--- config.mk ---
export PLATFORM = sky130hd
export DESIGN_NAME = output_display
export DESIGN_NICKNAME = d
export VERILOG_FILES = /design/src/rtl/output_display_pkg.sv /design/src/rtl/output_display_hex_to_seg7.sv /design/src/rtl/output_display.sv
export SDC_FILE = /design/constraint.sdc
export NUM_CORES = 1
export LEC_CHECK = 0
export ABC_CLOCK_PERIOD_IN_PS = 3100
export BUFFER_PORTS_ARGS = -buffer_cell sky130_fd_sc_hd__buf_2
export CAP_MARGIN = 0
export CORE_MARGIN = 5
export CORE_UTILIZATION = 55
export DETAILED_ROUTE_END_ITERATION = 16
export GPL_ROUTABILITY_DRIVEN = 0
export PLACE_DENSITY = 0.77
export SETUP_SLACK_MARGIN = 0.3
export SLEW_MARGIN = 25
export SYNTH_ARGS = -nofsm -noshare
export SYNTH_HDL_FRONTEND = slang
export SYNTH_SLANG_ARGS = --single-unit
--- constraint.sdc ---
create_clock -name clk -period 3.1 [get_ports clk]
set_input_delay 0.465 -clock clk [delete_from_list [all_inputs] [get_ports clk]]
set_output_delay 0.465 -clock clk [all_outputs]
set_load 0.01 [all_outputs]
--- src/rtl/output_display_pkg.sv ---
// Shared constants for the CPU output display: segment codes and flasher states.
package output_display_pkg;

    localparam logic [6:0] SEG_BLANK = 7'h7F;

    // Active-low {g,f,e,d,c,b,a} codes for hex digits 0..F
    localparam logic [6:0] HEX_SEG [0:15] = '{
        7'h40, 7'h79, 7'h24, 7'h30, 7'h19, 7'h12, 7'h02, 7'h78,
        7'h00, 7'h10, 7'h08, 7'h03, 7'h46, 7'h21, 7'h06, 7'h0E
    };

    typedef enum logic {
        IDLE  = 1'b0,
        FLASH = 1'b1
    } flash_state_e;

endpackage

--- src/rtl/output_display_hex_to_seg7.sv ---
// Combinational hex nibble to active-low 7-segment decoder.
module hex_to_seg7
    import output_display_pkg::*;
(
    input  logic [3:0] nibble_i,
    output logic [6:0] seg_o
);

    assign seg_o = HEX_SEG[nibble_i];

endmodule

--- src/rtl/output_display.sv ---
// Captures the CPU output word onto a scanned 4-digit hex display, mirrors the
// PC low byte onto LEDs and flashes an LED whenever the captured word changes.
module output_display
    import output_display_pkg::*;
#(
    parameter int unsigned SCAN_DIV     = 50000,
    parameter int unsigned FLASH_CYCLES = 25000000
) (
    input  logic        clk,
    input  logic        reset_cpu,
    input  logic [15:0] output_port,
    input  logic [7:0]  PC_below8bit,
    input  logic        freeze,
    input  logic        blank_lz,
    output logic [6:0]  seg,
    output logic        dp,
    output logic [3:0]  an,
    output logic [7:0]  pc_led,
    output logic        update_led
);

    localparam int unsigned SCAN_W  = $clog2(SCAN_DIV);
    localparam int unsigned FLASH_W = (FLASH_CYCLES > 1) ? $clog2(FLASH_CYCLES) : 1;

    localparam logic [SCAN_W-1:0]  SCAN_LAST  = SCAN_W'(SCAN_DIV - 1);
    localparam logic [FLASH_W-1:0] FLASH_LOAD = FLASH_W'(FLASH_CYCLES - 1);

    logic [15:0]        disp_q;
    logic [7:0]         pc_led_q;
    logic [SCAN_W-1:0]  scan_cnt_q, scan_cnt_d;
    logic [1:0]         digit_q, digit_d;
    logic [6:0]         seg_q, seg_d;
    logic               dp_q, dp_d;
    logic [3:0]         an_q, an_d;
    logic [FLASH_W-1:0] flash_cnt_q, flash_cnt_d;
    flash_state_e       state_q, state_d;

    logic               tick;
    logic               change;
    logic [3:0]         nibble;
    logic [6:0]         hex_seg;
    logic [3:0]         lz;

    // Capture and PC mirror
    always_ff @(posedge clk) begin
        if (reset_cpu) begin
            disp_q   <= '0;
            pc_led_q <= '0;
        end else begin
            if (!freeze) begin
                disp_q <= output_port;
            end
            pc_led_q <= PC_below8bit;
        end
    end

    // Digit scan
    assign tick = (scan_cnt_q == SCAN_LAST);

    always_comb begin
        scan_cnt_d = tick ? '0 : scan_cnt_q + 1'b1;
        digit_d    = tick ? digit_q + 2'd1 : digit_q;
    end

    always_ff @(posedge clk) begin
        if (reset_cpu) begin
            scan_cnt_q <= '0;
            digit_q    <= '0;
        end else begin
            scan_cnt_q <= scan_cnt_d;
            digit_q    <= digit_d;
        end
    end

    assign nibble = disp_q[{digit_q, 2'b00} +: 4];

    hex_to_seg7 u_hex_to_seg7 (
        .nibble_i (nibble),
        .seg_o    (hex_seg)
    );

    // lz[k]: nibble k and every higher nibble are zero; digit 0 never blanks
    always_comb begin
        lz    = '0;
        lz[3] = (disp_q[15:12] == 4'h0);
        lz[2] = lz[3] && (disp_q[11:8] == 4'h0);
        lz[1] = lz[2] && (disp_q[7:4]  == 4'h0);
    end

    always_comb begin
        seg_d = (blank_lz && lz[digit_q]) ? SEG_BLANK : hex_seg;
        an_d  = ~(4'b0001 << digit_q);
        dp_d  = !((digit_q == 2'd0) && freeze);
    end

    always_ff @(posedge clk) begin
        if (reset_cpu) begin
            seg_q <= SEG_BLANK;
            dp_q  <= 1'b1;
            an_q  <= 4'hF;
        end else begin
            seg_q <= seg_d;
            dp_q  <= dp_d;
            an_q  <= an_d;
        end
    end

    // Update flasher
    assign change = !freeze && (output_port != disp_q);

    always_ff @(posedge clk) begin
        if (reset_cpu) begin
            state_q     <= IDLE;
            flash_cnt_q <= '0;
        end else begin
            state_q     <= state_d;
            flash_cnt_q <= flash_cnt_d;
        end
    end

    always_comb begin
        state_d     = state_q;
        flash_cnt_d = flash_cnt_q;
        case (state_q)
            IDLE: begin
                if (change) begin
                    state_d     = FLASH;
                    flash_cnt_d = FLASH_LOAD;
                end
            end
            FLASH: begin
                if (change) begin
                    flash_cnt_d = FLASH_LOAD;
                end else if (flash_cnt_q != '0) begin
                    flash_cnt_d = flash_cnt_q - 1'b1;
                end else begin
                    state_d = IDLE;
                end
            end
            default: begin
                state_d     = IDLE;
                flash_cnt_d = '0;
            end
        endcase
    end

    // The FLASH state is itself the registered LED drive
    always_comb begin
        update_led = (state_q == FLASH);
    end

    assign seg    = seg_q;
    assign dp     = dp_q;
    assign an     = an_q;
    assign pc_led = pc_led_q;

endmodule

# Word level (Yosys, flattened, before mapping)
# Memory sizes are Yosys's and may differ from the RTL's. A register that Yosys moved wholly into a read port is not among the register bits.
# Index checks and enable logic that the tools add are counted.
# W data, S select, Z words.
# word_totals
register_bits	73
latchBits	0
ramBits	0
rom_bits	112
output_inout_bits	21
mem_count	1
# memory_table
memory	words	word_bits	rd	rd_ports_with_merged_regs	write_ports	line	text
(name not given)	16	7	1	1	0	output_display_hex_to_seg7.sv:9	assign seg_o = HEX_SEG[nibble_i];
# classes
addsub	3
multipliers	0
div	0
magnitude_cmp	1
n_eq_ne	4
shifts	2
mux	10
n_bitwise	3
n_reduce_logical	15
# ops
operator	count
$mux W25	3
$pmux W25 S2	1
$reduce_bool A25 Y1	1
$sub A25 B1 Y25 const B	1
$add A16 B1 Y16 const B	1
$eq A16 B16 Y1 const B	1
$ne A16 B16 Y1	1
$shiftx A16 B5 Y4	1
$logic_not A4 Y1	3
$logic_and A1 B1 Y1	5
$not A4 Y5	1
$mux W1	4
$not A4 Y4	1
$reduce_or A2 Y1	2
$shl A1 B2 Y4 const A	1
$lt A2 B3 Y1 const B	1
$ne A3 B1 Y1 const B	1
$add A2 B1 Y2 const B	1
$bmux W1 S2	1
$logic_not A1 Y1	2
$logic_not A2 Y1	1
$ne A2 B2 Y1 const B	1
$pmux W1 S2	1
$reduce_and A2 Y1	1
$not A1 Y1	1

# Longest topological paths before layout
# depth
ltp_word	7
mapped_depth	9
mapped_depth_nobuf	8

# Modules after synthesis
# From an unflattened synthesis, not the netlist that was laid out.
# hier_totals
hier_cells	398
area_unflattened_um2	3723.6
# by_module_without_submodules
mod	n_inst	cells_per_inst	area_per_inst_um2	seq_area_each_um2
output_display	1	363	3475.8	1601.5
hex_to_seg7	1	35	247.7	0.0

# Worst setup path after synthesis
# Ideal clock, no wire load.
# synth_timing
kind	flip-flop to flip-flop
startpoint	reg digit_q[0]
endpoint	reg seg_q[1] (netlist: seg[1])
setup_time_ns	0.135
arrival_ns	2.078
path_slack_ns	0.887
path_stages_with_launch	8
n_path_buf	1
synth_period_minus_slack_ns	2.213
path_cell_list	dfxtp_1 clkbuf_1 mux4_2 inv_1 ha_1 mux2_2 a32oi_1 nand2_1
# synth_between
elab_chain_cells	4
elab_cells_between_ends	6
cone_classes	shift (1); mux (2); bitwise (1); reduce/logical (2)
# synth_lines
element	line	text
start, declared	output_display.sv:31	logic [1:0] digit_q, digit_d;
start signal, assigned	output_display.sv:71	digit_q <= digit_d;
parallel branches: the longest is 4 deep, another holds $shiftx A16 B5 Y4	-	
end, declared	output_display.sv:32	logic [6:0] seg_q, seg_d;
# Several ways; the timed one is not identified. The select of a mux whose other input is x is not followed.
# A chain may end at the register's enable or synchronous reset.

# Worst setup path after layout
# layout_timing
startpoint	reg flash_cnt_q[6]
endpoint	reg flash_cnt_q[1]
# layout_between
elab_chain_cells	3
# layout_lines
element	line	text
start, declared	output_display.sv:35	logic [FLASH_W-1:0] flash_cnt_q, flash_cnt_d;
start signal, assigned	output_display.sv:117	flash_cnt_q <= flash_cnt_d;
$reduce_bool A25 Y1	output_display.sv:134	end else if (flash_cnt_q != '0) begin
$ne A3 B1 Y1 (no line)	-	
$reduce_and A2 Y1 (no line)	-	
# Every way passes these cells.

==> summary.txt <==
Overall Power = 2270 uW
Synth area leaders = dfxtp_1 (43%), xor2_1 (9.4%), nor2_1 (5.0%), mux2i_1 (4.8%), ha_1 (4.4%)
Max Cap Viol = 0
RSZ-0062 raised after global routing = no
Main flop type after synthesis = dfxtp_1
Hold-critical path depth = 2
Setup_tns = 0 ps
Initial antenna violation count = 0
Outcome = finished, final reports clean
Worst R2R Start = flash_cnt_q[6]
Area after DPL = 4010 um^2
Synth async-reset ratio = 0%
Clock sinks = 80
Worst slack at placement = 792 ps
Avg WL per Cell = 14.3 um
Post-layout instance area = 4240 um^2
Skew final = 5.94 ps
Dominant cell type by area after synthesis = dfxtp_1
ANT cells = 0
Root Buffer = clkbuf_8
Worst slew margin = 39.2%
Peak VDD IR = 268 uV
EDFF count, synth = 0
Clock slew at reported path FFs = 80 ps
Met1 Wirelength = 3360 um
Internal reg-to-reg setup slack = 770 ps
Core Box Area = 6680 um^2
Final setup violation count = 0
Ys Warns = 0
IO Count = 49
Chip Width = 92.4 um
Drt first-iter violations = 110
Area Growth Syn to Fin = 13.7%
Initial core utilization = 55.9%
Count leader, synth = dfxtp_1
Final Util = 63.5%
Nature of the critical path endpoint = register
DP HPWL = 5240 um
Die Y = 92.4 um
Number of port buffers = 48
Reg area = 1600 um^2
Hold_sp = PC_below8bit[3]
Setup ws final = 772 ps
Yosys cell types = 52
Endpoints failing hold = 0
Final period utilization = 75.1%
Met3 WL = 231 um
Crit path time final = 2330 ps
Crit-path max FO = 9
Clk_lat worst skew = 350 ps
Routed vias = 2890
Hold Path End = pc_led[3]
Post-CTS Resized = 0
Layout cells sized above 1 = 19.5%
Mapped Area = 3730 um^2
Largest net degree at the start of global routing = 55
Crit Path Class = register to register
H-tree lvl count = 3
Pleak = 0.00175 uW
Cell Rows = 30
Total CTS buffers = 9
DRC violations left = 0
Arrival time worst endpoint = 2610 ps
Worst reg2reg path depth = 5
Filler cells = 558
Clk buf depth = 2
Syn Nets = 431
Hold-fix buffers, CTS = 0
Final max-slew violation count = 0
Final ANT Viol Nets = 0
First-pass DRT Iterations = 6
Syn avg cell area = 9.57 um^2
Cells after synthesis = 390
Total Nets Final = 473
RR Endpoint = flash_cnt_q[1]
Synth cell count leaders = dfxtp_1 (80), nor2_1 (50), xor2_1 (40)
Yosys reg bits = 80
Top-area cell type share of the netlist area = 42.9%
Setup Buffers After CTS = 0
DR WL met2 = 3590 um
Worst slew pin tran = 912 ps
Via/cell ratio = 5.60
Top Layer Used = met4
Vias in the first global route = 2928
Startpoint Class = register
Final wirelength = 7360 um
Seq/Total Area, Yosys = 42.9%
Gr usage total = 19.0%
Total congestion overflow = 0
F_max = 430 MHz
DIE AREA = 8530 um^2
First-pass GRT wire length = 13100 um
PwrDens = 536 nW/um^2
Crit path required time = 3380 ps
CTS tree = yes
Worst hold path class = input pin to register
Multi-input combinational cell area = 2030 um^2
==> layer usage <==
layer,vias up,GRT usage (%)
met2,48,31.5
met4,0,10.9
met1,1376,23.1
met3,14,3.41
li1,1452,-
met5,-,0
==> worst max-delay path by stage <==
stage	startpoint	cells after the start	slack [ps]	endpoint
global route	flash_cnt_q[9]	5	620	flash_cnt_q[1]
detailed placement	flash_cnt_q[6]	5	790	flash_cnt_q[1]
finish	flash_cnt_q[6]	5	770	flash_cnt_q[1]
floorplan	digit_q[0]	7	890	seg[1]
CTS	flash_cnt_q[6]	5	770	flash_cnt_q[1]
global placement	flash_cnt_q[6]	5	860	flash_cnt_q[1]
==> cell usage in the layout (no fill, tap or decap), types with 2 or more instances in the layout <==
cell type	count
and4_1	2
or4_1	4
nand4_1	10
xnor2_1	6
bufinv_16	3
nor2b_1	9
dfxtp_1	80
mux4_2	4
clkbuf_8	9
a21oi_1	10
or2_2	2
a31oi_1	5
nand4b_1	3
o21ai_0	17
clkinv_2	2
nand3_1	8
o221ai_1	2
inv_1	9
o31ai_1	3
nor2_1	50
or3_1	2
mux2_2	5
nand2_1	16
nor3_1	6
mux2i_1	18
nand2b_1	7
and3_1	5
o211ai_1	3
nor4_1	12
xor2_1	40
buf_2	48
ha_1	13
==> worst max-delay path: stages, from the launching register on <==
cell and delay (ps):
dfxtp_1 350, or3_4 440, or4b_1 690, o21ai_2 280, mux2_2 360, a21oi_1 130
==> registers in the layout, summed over array words and instances (netlist names) <==
| name | flops |
|---|---|
| pc_led | 8 |
| update_led | 1 |
| disp_q | 16 |
| dp | 1 |
| scan_cnt_q | 16 |
| seg | 7 |
| flash_cnt_q | 25 |
| digit_q | 2 |
| an | 4 |
==> report_power, final <==
group	leakage, uW	internal [uW]	switching (uW)	total [uW]
Combinational	0.000971	110	130	239
Clock	0.000119	529	377	906
Sequential	0.000660	1080	46.7	1130
==> cell families after synthesis <==
kind of cell	synth area share, %
and+or+nand+nor	22.2
muxes	8.75
adders and majority gates	4.36
xor gates and xnor gates	10.8
buffers and inverters	2.75
DFF	42.9
AOI/OAI and AO/OA	8.25
==> stage by stage <==
step / hold slack, ps / std cells
after floorplan: 426 / 390
after global placement: 438 / 501
after detailed placement: 471 / 501
after CTS: 297 / 516
after global routing: 312 / 516
final: 317 / 516
==> final cells by class <==
class                      instances  share of cell area (%)
multi-input combinational        283                    47.8
sequential                        80                    37.7
timing repair buffer              49                    5.84
clock buffer                       9                    2.92
clock inverter                     6                    2.56
tap                               80                    2.36
inverter                           9                   0.796
(Power assumes the default switching activity.)
